**src/rtl/value_sampler_pkg.sv**
```systemverilog
// Shared widths and types for the value sampler and its FIFO.
package value_sampler_pkg;

  localparam int DEFAULT_WIDTH = 8;
  localparam int DEFAULT_DEPTH = 4;
  localparam int DROP_CNT_W    = 8;

  typedef logic [DROP_CNT_W-1:0] drop_cnt_t;

endpackage

```
**src/rtl/value_sampler_sync_fifo.sv**
```systemverilog
// sync_fifo: first-word-fall-through storage with wrapping pointers and an occupancy counter.
// Latency: a write at edge N is visible on rdata after edge N; no bypass when empty.
// Backpressure: caller must gate push with full (unless popping) and pop with !empty.
module sync_fifo #(
  parameter int WIDTH = 8,
  parameter int DEPTH = 4
) (
  input  logic                       clk,
  input  logic                       rst,
  input  logic                       push,
  input  logic [WIDTH-1:0]           wdata,
  input  logic                       pop,
  output logic                       full,
  output logic                       empty,
  output logic [$clog2(DEPTH):0]     level,
  output logic [WIDTH-1:0]           rdata
);

  localparam int AW = $clog2(DEPTH);
  localparam int LW = AW + 1;

  logic [WIDTH-1:0] mem [DEPTH];
  logic [AW-1:0]    wr_ptr;
  logic [AW-1:0]    rd_ptr;

  assign full  = (level == LW'(DEPTH));
  assign empty = (level == '0);
  assign rdata = mem[rd_ptr];

  // Storage is intentionally left unreset; only pointers and level define validity.
  always_ff @(posedge clk) begin
    if (push) begin
      mem[wr_ptr] <= wdata;
    end
  end

  always_ff @(posedge clk) begin
    if (rst) begin
      wr_ptr <= '0;
      rd_ptr <= '0;
      level  <= '0;
    end else begin
      if (push) begin
        wr_ptr <= wr_ptr + AW'(1);
      end
      if (pop) begin
        rd_ptr <= rd_ptr + AW'(1);
      end
      case ({push, pop})
        2'b10:   level <= level + LW'(1);
        2'b01:   level <= level - LW'(1);
        default: level <= level;
      endcase
    end
  end

endmodule

```
**src/rtl/value_sampler.sv**
```systemverilog
// value_sampler: records enabled counter samples that differ from the last candidate into a FIFO.
// Latency: accepted sample appears on out_data one cycle after its push edge.
// Backpressure: out_valid/out_ready drain; pushes into a full, non-popping FIFO are dropped and flag overflow
// (plus drop_count when VALUE_SAMPLER_DROP_CNT_EN is defined).
module value_sampler
  import value_sampler_pkg::*;
#(
  parameter int WIDTH = DEFAULT_WIDTH,
  parameter int DEPTH = DEFAULT_DEPTH
) (
  input  logic                   clk,
  input  logic                   rst,
  input  logic [WIDTH-1:0]       in_value,
  input  logic                   in_en,
  output logic [WIDTH-1:0]       out_data,
  output logic                   out_valid,
  input  logic                   out_ready,
  output logic [$clog2(DEPTH):0] level,
  output logic                   overflow
`ifdef VALUE_SAMPLER_DROP_CNT_EN
  ,
  output drop_cnt_t              drop_count
`endif
);

  logic             primed;
  logic [WIDTH-1:0] last;
  logic             candidate;
  logic             pop;
  logic             accept;
  logic             drop;
  logic             full;
  logic             empty;

  assign candidate = in_en && (!primed || (in_value != last));
  assign pop       = out_valid && out_ready;
  // A full FIFO still takes the push when the head leaves in the same cycle.
  assign accept    = candidate && (!full || pop);
  assign drop      = candidate && full && !pop;
  assign out_valid = !empty;

  always_ff @(posedge clk) begin
    if (rst) begin
      primed   <= 1'b0;
      last     <= '0;
      overflow <= 1'b0;
    end else begin
      if (candidate) begin
        primed <= 1'b1;
        last   <= in_value;
      end
      if (drop) begin
        overflow <= 1'b1;
      end
    end
  end

`ifdef VALUE_SAMPLER_DROP_CNT_EN
  always_ff @(posedge clk) begin
    if (rst) begin
      drop_count <= '0;
    end else if (drop && (drop_count != '1)) begin
      drop_count <= drop_count + DROP_CNT_W'(1);
    end
  end
`endif

  sync_fifo #(
    .WIDTH (WIDTH),
    .DEPTH (DEPTH)
  ) u_fifo (
    .clk   (clk),
    .rst   (rst),
    .push  (accept),
    .wdata (in_value),
    .pop   (pop),
    .full  (full),
    .empty (empty),
    .level (level),
    .rdata (out_data)
  );

endmodule

```
**config.mk**
```make
export PLATFORM = sky130hd
export DESIGN_NAME = value_sampler
export DESIGN_NICKNAME = d
export VERILOG_FILES = /design/src/rtl/value_sampler_pkg.sv /design/src/rtl/value_sampler_sync_fifo.sv /design/src/rtl/value_sampler.sv
export SDC_FILE = /design/constraint.sdc
export NUM_CORES = 1
export LEC_CHECK = 0
export ABC_AREA = 1
export CAP_MARGIN = 0
export CORE_MARGIN = 2
export CORE_UTILIZATION = 51
export DETAILED_ROUTE_END_ITERATION = 8
export PLACE_DENSITY = 0.74
export SYNTH_ARGS = -nofsm -noshare
export SYNTH_HDL_FRONTEND = slang
export SYNTH_SLANG_ARGS = --single-unit
export TNS_END_PERCENT = 100
```
**constraint.sdc**
```tcl
create_clock -name clk -period 2.7 [get_ports clk]
set_input_delay 0.54 -clock clk [delete_from_list [all_inputs] [get_ports clk]]
set_output_delay 0.54 -clock clk [all_outputs]
set_load 0.01 [all_outputs]
```
# Yosys cells after proc, flatten, opt, wreduce, memory -nomap -nowiden
# Memory sizes are Yosys's and may differ from the RTL's. A register that Yosys moved wholly into a read port is not among the register bits.
# Cells that the tools add are included.
# W data, S select, Z words.
dict set report op_classes {
  muxes 5
  addsub 4
  n_reduce_logical 13
  eq_ne 4
}
# cell count
set op_table {}
lappend op_table {{$ne A8 B8 Y1} 1}
lappend op_table {{$pmux W3 S2} 1}
lappend op_table {{$logic_and A1 B1 Y1} 5}
lappend op_table {{$add A2 B1 Y2 const B} 2}
lappend op_table {{$logic_not A1 Y1} 4}
lappend op_table {{$mux W2} 2}
lappend op_table {{$add A3 B1 Y3 const B} 1}
lappend op_table {{$eq A3 B3 Y1 const B} 1}
lappend op_table {{$logic_not A3 Y1} 1}
lappend op_table {{$sub A3 B1 Y3 const B} 1}
lappend op_table {{$eq A2 B1 Y1 const B} 1}
lappend op_table {{$eq A2 B2 Y1 const B} 1}
lappend op_table {{$logic_or A1 B1 Y1} 2}
lappend op_table {{$mux W1} 2}
lappend op_table {{$reduce_bool A2 Y1} 1}
dict set report word_totals {
  memories 1
  in_bits 12
  ram_bits 32
  reg_bits 17
  elab_cells 33
  out_inout_bits 13
}
# name words width read_ports rd_ports_with_merged_regs wr line
set mem_list {}
lappend mem_list {u_fifo.mem 4 8 1 1 1 value_sampler_sync_fifo.sv:22} ;# logic [WIDTH-1:0] mem [DEPTH];

# Longest topological paths before layout
# Gate-level depths: netlist of run 1.
dict set report logic_depth {
  ltp_word 7
  ltp_mapped 16
}

# By module
# A second synthesis of run 1 with hierarchy kept.
dict set report unflattened {
  hier_cells 230
  area_unflattened_um2 2220.9
}
# module area_per_inst_um2 cells_each instances seq_area_each_um2
set modules_own_cells {}
lappend modules_own_cells {sync_fifo 1637.8 134 1 1141.1}
lappend modules_own_cells {value_sampler 583.1 96 1 200.2}

# Worst setup path after synthesis of run 1
# OpenSTA, ideal clock, no wires.
dict set report synth_timing {
  path_kind {input port to flip-flop}
  start {input in_value[5]}
  end {memory u_fifo.mem[0][0] (enable)}
  setup_ns 0.371
  cell_stages 11
  setup_slack_ns 0.812
  t_required_ns 2.329
  t_arrival_ns 1.517
  path_cell_list {inv_1 > nand2_1 > nand2_1 > clkinv_1 > nand3_2 > nor2_4 > nand2_4 > nand2_8 > inv_4 > nand2_8 > nor2_1}
}
dict set report synth_between {
  elab_chain_len 6
}
# item line
set synth_lines {}
lappend synth_lines {{from (decl)} value_sampler.sv:13} ;# input logic [WIDTH-1:0] in_value,
lappend synth_lines {{$ne A8 B8 Y1} value_sampler.sv:35} ;# assign candidate = in_en && (!primed || (in_value != last));
lappend synth_lines {{$logic_or A1 B1 Y1} value_sampler.sv:35}
lappend synth_lines {{$logic_and A1 B1 Y1} value_sampler.sv:35}
lappend synth_lines {{$logic_and A1 B1 Y1} value_sampler.sv:38} ;# assign accept = candidate && (!full || pop);
lappend synth_lines {{$mux W1} value_sampler_sync_fifo.sv:32} ;# if (push) begin
lappend synth_lines {{$mux W1 (implied by the code)} value_sampler_sync_fifo.sv:33} ;# mem[wr_ptr] <= wdata;
lappend synth_lines {{to (decl)} value_sampler_sync_fifo.sv:22}
# No other way between the ends.

==> results of run 1 <==
[stage by stage]
| step | util [%] | cells | worst slack, ns |
|---|---|---|---|
| 4_1_cts | 64.3 | 293 | 0.310 |
| 5_1_grt | 64.3 | 293 | 0.153 |
| 2_1_floorplan | - | 207 | 0.812 |
| 3_5_place_dp | 62.2 | 285 | 0.0918 |
| 6_report | 64.3 | 293 | 0.298 |
| 3_3_place_gp | 62.2 | 285 | 0.135 |
[sequential cells by signal, summed over array words and instances (netlist names), named ones only]
name           count
u_fifo.mem        32
u_fifo.wr_ptr      2
overflow           1
u_fifo.rd_ptr      2
primed             1
last               8
u_fifo.level       3
[worst max-delay path by stage]
stage                                  end  slack, ns  cells past startpoint
final                          out_data[0]       0.30                      4
after CTS                      out_data[0]       0.31                      4
after detailed placement   u_fifo.level[1]       0.09                     12
after global routing           out_data[0]       0.15                      4
after floorplan           u_fifo.mem[0][0]       0.81                     11
after global placement     u_fifo.level[1]       0.14                     12
[placed cells by master, fill, tap and decap left out, types with 2 or more instances in the layout]
| cell type | count |
|---|---|
| a21oi_1 | 11 |
| a21oi_2 | 4 |
| buf_4 | 8 |
| clkbuf_8 | 5 |
| clkdlybuf4s50_1 | 24 |
| dfxtp_1 | 19 |
| edfxtp_1 | 32 |
| ha_1 | 4 |
| inv_1 | 26 |
| nand2_1 | 20 |
| nand2_2 | 2 |
| nand2_4 | 3 |
| nand2_8 | 2 |
| nand3_1 | 2 |
| nor2_1 | 29 |
| nor2_4 | 2 |
| o21ai_0 | 21 |
| o21ai_1 | 7 |
| o22ai_1 | 8 |
| xnor2_1 | 2 |
[cells by family (layout without fill, tap and decap cells)]
logic type | Yosys count | after routing | share of synthesized area, %
flops | 51 | 51 | 60.8
buf+inv | 32 | 68 | 5.96
xor+xnor | 2 | 2 | 0.795
compound gates | 53 | 53 | 13.4
fa+ha+maj | 5 | 5 | 3.18
simple gates | 64 | 64 | 15.8
[area by class of cell]
class	count	area share, %
flip-flops and latches	51	51.0
multi-input cells	124	27.8
repair buffers	32	11.4
inverters	28	4.09
clock buffers	6	2.76
well taps	50	2.38
clock inverters	2	0.476
[metal layers]
layer / vias to the layer above / GRT usage [%] / wire length, um
met5: - / 0 / 0
met4: 0 / 5.13 / 24
li1: 769 / - / -
met3: 5 / 3.20 / 232
met1: 671 / 21.6 / 1700
met2: 38 / 28.4 / 1800
[power groups by stage]
stage | registers, mW | logic [mW] | clock network (mW)
2_1_floorplan | 0.984 | 0.316 | 0
3_3_place_gp | 0.982 | 0.550 | 0
3_5_place_dp | 0.985 | 0.562 | 0
4_1_cts | 0.968 | 0.565 | 0.427
5_1_grt | 0.976 | 0.612 | 0.458
6_report | 0.966 | 0.557 | 0.415
[worst max-delay path, cell delays in order (launching register included)]
cell,delay (ns)
dfxtp_1,0.32
inv_1,0.34
o21ai_0,0.15
o22ai_1,0.18
clkdlybuf4s50_1,0.57
==> results.yml, run 1 <==
timing:
  fmax_mhz: 416
  drv_slew: 0
  slew_headroom_pct: 69.5
  tightest_slew_ns: 0.458
  final.setup.tns_ns: 0
  holdWs_ns: 0.469
  setup_viol: 0
  skew_ns: 0.00580
  hold_viol_final: 0
  finalCriticalPeriod_ns: 2.40
  rsz0062_at_grt: "false"
  finalCritPeriodShare_pct: 89.0
routing:
  routed_via_density: 5.06
  antenna_left: 0
  drtPass1Iterations: 4
  num_vias: 1483
  drc_errors: 0
  drtIter0Drc: 134
  routed_wl_mm: 3.76
  wire_per_inst_um: 12.8
pwr:
  vdd_drop_max_uv: 400
  power_frac_clock_pct: 21.4
  p_per_area_nw_per_um2: 737
  p_leak_nw: 1.01
  p_seq_share_pct: 49.9
  internal_power_mw: 1.35
  swShare_pct: 30.4
  switchingPower_mw: 0.590
  combPwrFrac_pct: 28.7
  design_power_total_mw: 1.94
floorplanning:
  die_y_um: 69.7
  rows: 23
  start_util_pct: 53.9
  ios: 25
  die_w_um: 69.7
  core_sq_um: 4090
  dieArea_sq_um: 4860
clock_tree:
  path_clk_slew_ns: 0.09
  post_cts_buffers: 0
  htree_num_levels: 2
  cts_resized: 0
  cts_buffer_depth: 2
  cts_tree: "yes"
  cts_buffers: 5
  cts_sinks: 51
  clockRootBuffer: "clkbuf_8"
  clk_latency_ns: 0.29
  hold_buffers: 0
critical_path:
  reg2reg_from: "u_fifo.level[0]"
  worstPathRequired_ns: 2.16
  cp-end-kind: "output port"
  startpoint_type: "register"
  crit_type: "register to output port"
  regToRegEndpoint: "u_fifo.level[2]"
  r2r_slack_ns: 0.89
  arrival_ns: 1.86
  r2r_cells: 11
  cp_max_fo: 16
global_route:
  first_global_vias: 1412
  gr-total-overflow: 0
  grt_util_all_layers_pct: 16.6
  grt_pass1_wl_mm: 6.42
  grt_max_degree: 17
  antenna_found_initial: 0
logic_synthesis:
  synthCells: 207
  ys_ff_latch: 51
  synth.largest_area_cell: "edfxtp_1"
  synth_edf_count: 32
  synthTopCellsByArea: "edfxtp_1 (44%), dfxtp_1 (17%), nor2_1 (4.9%)"
  yosysUniqueCellTypes: 29
  synth_nets: 224
  ys_async_sr_fraction_pct: 0
  ys_seq_area_share_pct: 60.8
  syn-mean-instance-area_sq_um: 10.7
  synth_area_sq_um: 2200
  synth.most_common_cell: "edfxtp_1"
  yosysWarnings: 0
  yosysTopAreaCellShare_pct: 43.6
  synth_common_cells: "edfxtp_1 (32), nor2_1 (29), inv_1 (26)"
  yosys_most_used_dff: "edfxtp_1"
hold_path:
  whs_endpoint: "last[3]"
  holdPathStages: 2
  hold_path.class: "register to register"
  min-delay-start: "last[3]"
layout:
  syn_to_final_growth_pct: 19.2
  seq_area_sq_um: 1340
  fillCellCount: 329
  multiInputGateArea_sq_um: 732
  n_antenna_cell: 0
  nets: 259
  drive_above_1_share_pct: 13.2
  design_area_sq_um: 2630
status:
  status: "finished clean"
placement:
  gp_congestion: 0.731
  place_area_sq_um: 2540
  dp_hpwl_mm: 2.71
  port_buffers: 24
run:
  max_cap_violations: 0
Note: power is estimated with default switching activity, not from simulation.
==> run 2: changes to the inputs <==
- SYNTH_HIERARCHICAL: unset -> 1
==> results.yml, run 2 <==
timing:
  skew_ns: 0.00284
  fmax_mhz: 401
  tightest_slew_ns: 0.389
  slew_headroom_pct: 74.1
  rsz0062_at_grt: "false"
  setup_viol: 0
  finalCriticalPeriod_ns: 2.50
  holdWs_ns: 0.449
  drv_slew: 0
  finalCritPeriodShare_pct: 92.5
  final.setup.tns_ns: 0
  hold_viol_final: 0
layout:
  final_common_cell: "inv_1"
  reg_top3: "u_fifo/mem (32), last (8), u_fifo/level (3)"
  post-route-util_pct: 66.7
  syn_to_final_growth_pct: 22.8
  drive_above_1_share_pct: 12.0
  largest_reg_flops: 32
  final_cell_mix: "inv_1 (38), nor2_1 (32), edfxtp_1 (32), nand2_1 (31), clkdlybuf4s50_1 (24)"
  fillCellCount: 332
  regMostFlops: "u_fifo/mem"
  n_antenna_cell: 0
  nets: 293
critical_path:
  crit_type: "input pin to register"
  max_stage_delay_ns: 0.49
  worstPathRequired_ns: 2.94
  slowest_stage: "clkdlybuf4s50_1"
  crit_chain: "clkdlybuf4s50_1, inv_1, nand2_1, nand2_1, inv_1, nand3_1, nor2_2, nand2_2, nand2_1, nor2_1, inv_1, ha_1, inv_1, fa_1, nand2_1, nand3_1, nand2_1, inv_1, nor2_1"
  startpoint_type: "input pin"
  cp-end-kind: "register"
  cp_max_fo: 2
  arrival_ns: 2.73
floorplanning:
  dieArea_sq_um: 4900
  start_util_pct: 54.3
  die_w_um: 70.0
  ios: 25
  core_sq_um: 4090
  rows: 23
  die_y_um: 70.0
logic_synthesis:
  ys_async_sr_fraction_pct: 0
  synth_top_family_by_area: "simple AND/OR/NAND/NOR gates"
  yosysTopAreaCellShare_pct: 43.3
  synthAdderAreaFrac_pct: 3.72
  yosysUniqueCellTypes: 24
  syn-mean-instance-area_sq_um: 9.66
  synth-simple-area-share_pct: 15.5
  synth_common_cells: "inv_1 (38), edfxtp_1 (32), nor2_1 (32)"
  ys_seq_area_share_pct: 60.4
  synth_area_sq_um: 2220
  yosysWarnings: 6
  yosys_most_used_dff: "edfxtp_1"
  synth_xor_area_share_pct: 0.394
  ys_ff_latch: 51
  synthCells: 230
  synth_nets: 248
  synth.mux.area_fraction_pct: 0.451
  synth.largest_area_cell: "edfxtp_1"
  synth.most_common_cell: "inv_1"
  synth-compound-area-share_pct: 10.9
  synth_edf_count: 32
  synthTopCellsByArea: "edfxtp_1 (43%), dfxtp_1 (17%), inv_1 (6.4%)"
global_route:
  use_met2_pct: 29.9
  first_global_vias: 1525
  grt_pass1_wl_mm: 6.62
  grt_util_all_layers_pct: 17.5
  grt_util_met1_pct: 20.9
  use_met3_pct: 3.61
  top_usage_layer: "met2"
  grt_max_degree: 17
  gr-total-overflow: 0
  antenna_found_initial: 0
routing:
  routed_via_density: 4.90
  drc_errors: 0
  antenna_left: 0
  drtIter0Drc: 174
  num_vias: 1597
  wire_per_inst_um: 12.2
  drtPass1Iterations: 4
  routed_wl_mm: 3.97
clock_tree:
  cts_resized: 0
  clockRootBuffer: "clkbuf_8"
  clk_latency_ns: 0.30
  cts_sinks: 51
  post_cts_buffers: 0
  htree_num_levels: 2
  cts_buffers: 5
  cts_tree: "yes"
  cts_buffer_depth: 2
  path_clk_slew_ns: 0.08
  hold_buffers: 0
placement:
  dp_hpwl_mm: 2.76
  port_buffers: 24
  gp_congestion: 0.744
run:
  max_cap_violations: 0
pwr:
  design_power_total_mw: 2.09
  p_per_area_nw_per_um2: 767
  p_leak_nw: 1.16
  vdd_drop_max_uv: 673
hold_path:
  hold_path.class: "register to register"
status:
  status: "finished clean"
-- run 2: cell types whose count changed in the layout (fill, tap and decap cells not counted), moves of 3 or more --
cell	previous run	this run
a21oi_1	11	15
nor2_2	0	3
a21oi_2	4	0
nand2_1	20	31
o21ai_1	7	2
inv_1	26	38
nand2_4	3	0
nor2_1	29	32
nand3_1	2	10
buf_4	8	19
o21ai_0	21	18
-- run 2: through the flow --
step	worst slack [ns]	cells	instance area [sq um]
3_5_place_dp	-0.0407	318	2620
3_3_place_gp	0.0198	318	2620
6_report	0.204	326	2730
2_1_floorplan	0.384	230	2220
4_1_cts	0.212	326	2730
5_1_grt	0.0402	326	2730
-- run 2: power breakdown --
part	switching [mW]	internal [mW]	total [mW]
clock network	0.231	0.277	0.508
logic	0.313	0.292	0.605
registers	0.0602	0.918	0.978
-- run 2: worst paths after layout --
kind / start / end / cells past startpoint / slack (ns)
worst max-delay path: in_value[5] / u_fifo/level[2] / 19 / 0.20
worst min-delay path: u_fifo/rd_ptr[1] / u_fifo/rd_ptr[1] / 1 / 0.45
worst max register to register: last[7] / u_fifo/level[2] / 18 / 0.59
worst min register to register: u_fifo/rd_ptr[1] / u_fifo/rd_ptr[1] / 1 / 0.45
-- run 2: final cells by class --
type	instances	area, sq um	area share, %
Tap cell	50	62.6	2.29
Timing Repair Buffer	43	383	14.0
Multi-Input combinational cell	135	688	25.2
Clock inverter	1	30.0	1.10
Clock buffer	7	76.3	2.80
Inverter	39	146	5.37
Sequential cell	51	1340	49.2
-- run 2: cells by family after synthesis --
group                      after synthesis
and+or+nand+nor                         82
buffers and inverters                   44
muxes                                    1
AOI/OAI and AO/OA                       45
xor gates and xnor gates                 1
DFF                                     51
adders and majority gates                6
-- run 2: critical path, delay by kind of cell --
| kind | cells | cell delay (ns) |
|---|---|---|
| adders and majority gates | 2 | 0.57 |
| and+or+nand+nor | 11 | 0.83 |
| buffers and inverters | 6 | 0.80 |
-- run 2: per-layer routing --
layer / vias to the layer above / wire length (um)
met2: 29 / 1920
met5: - / 0
met1: 720 / 1870
met3: 5 / 123
met4: 0 / 63
li1: 843 / -
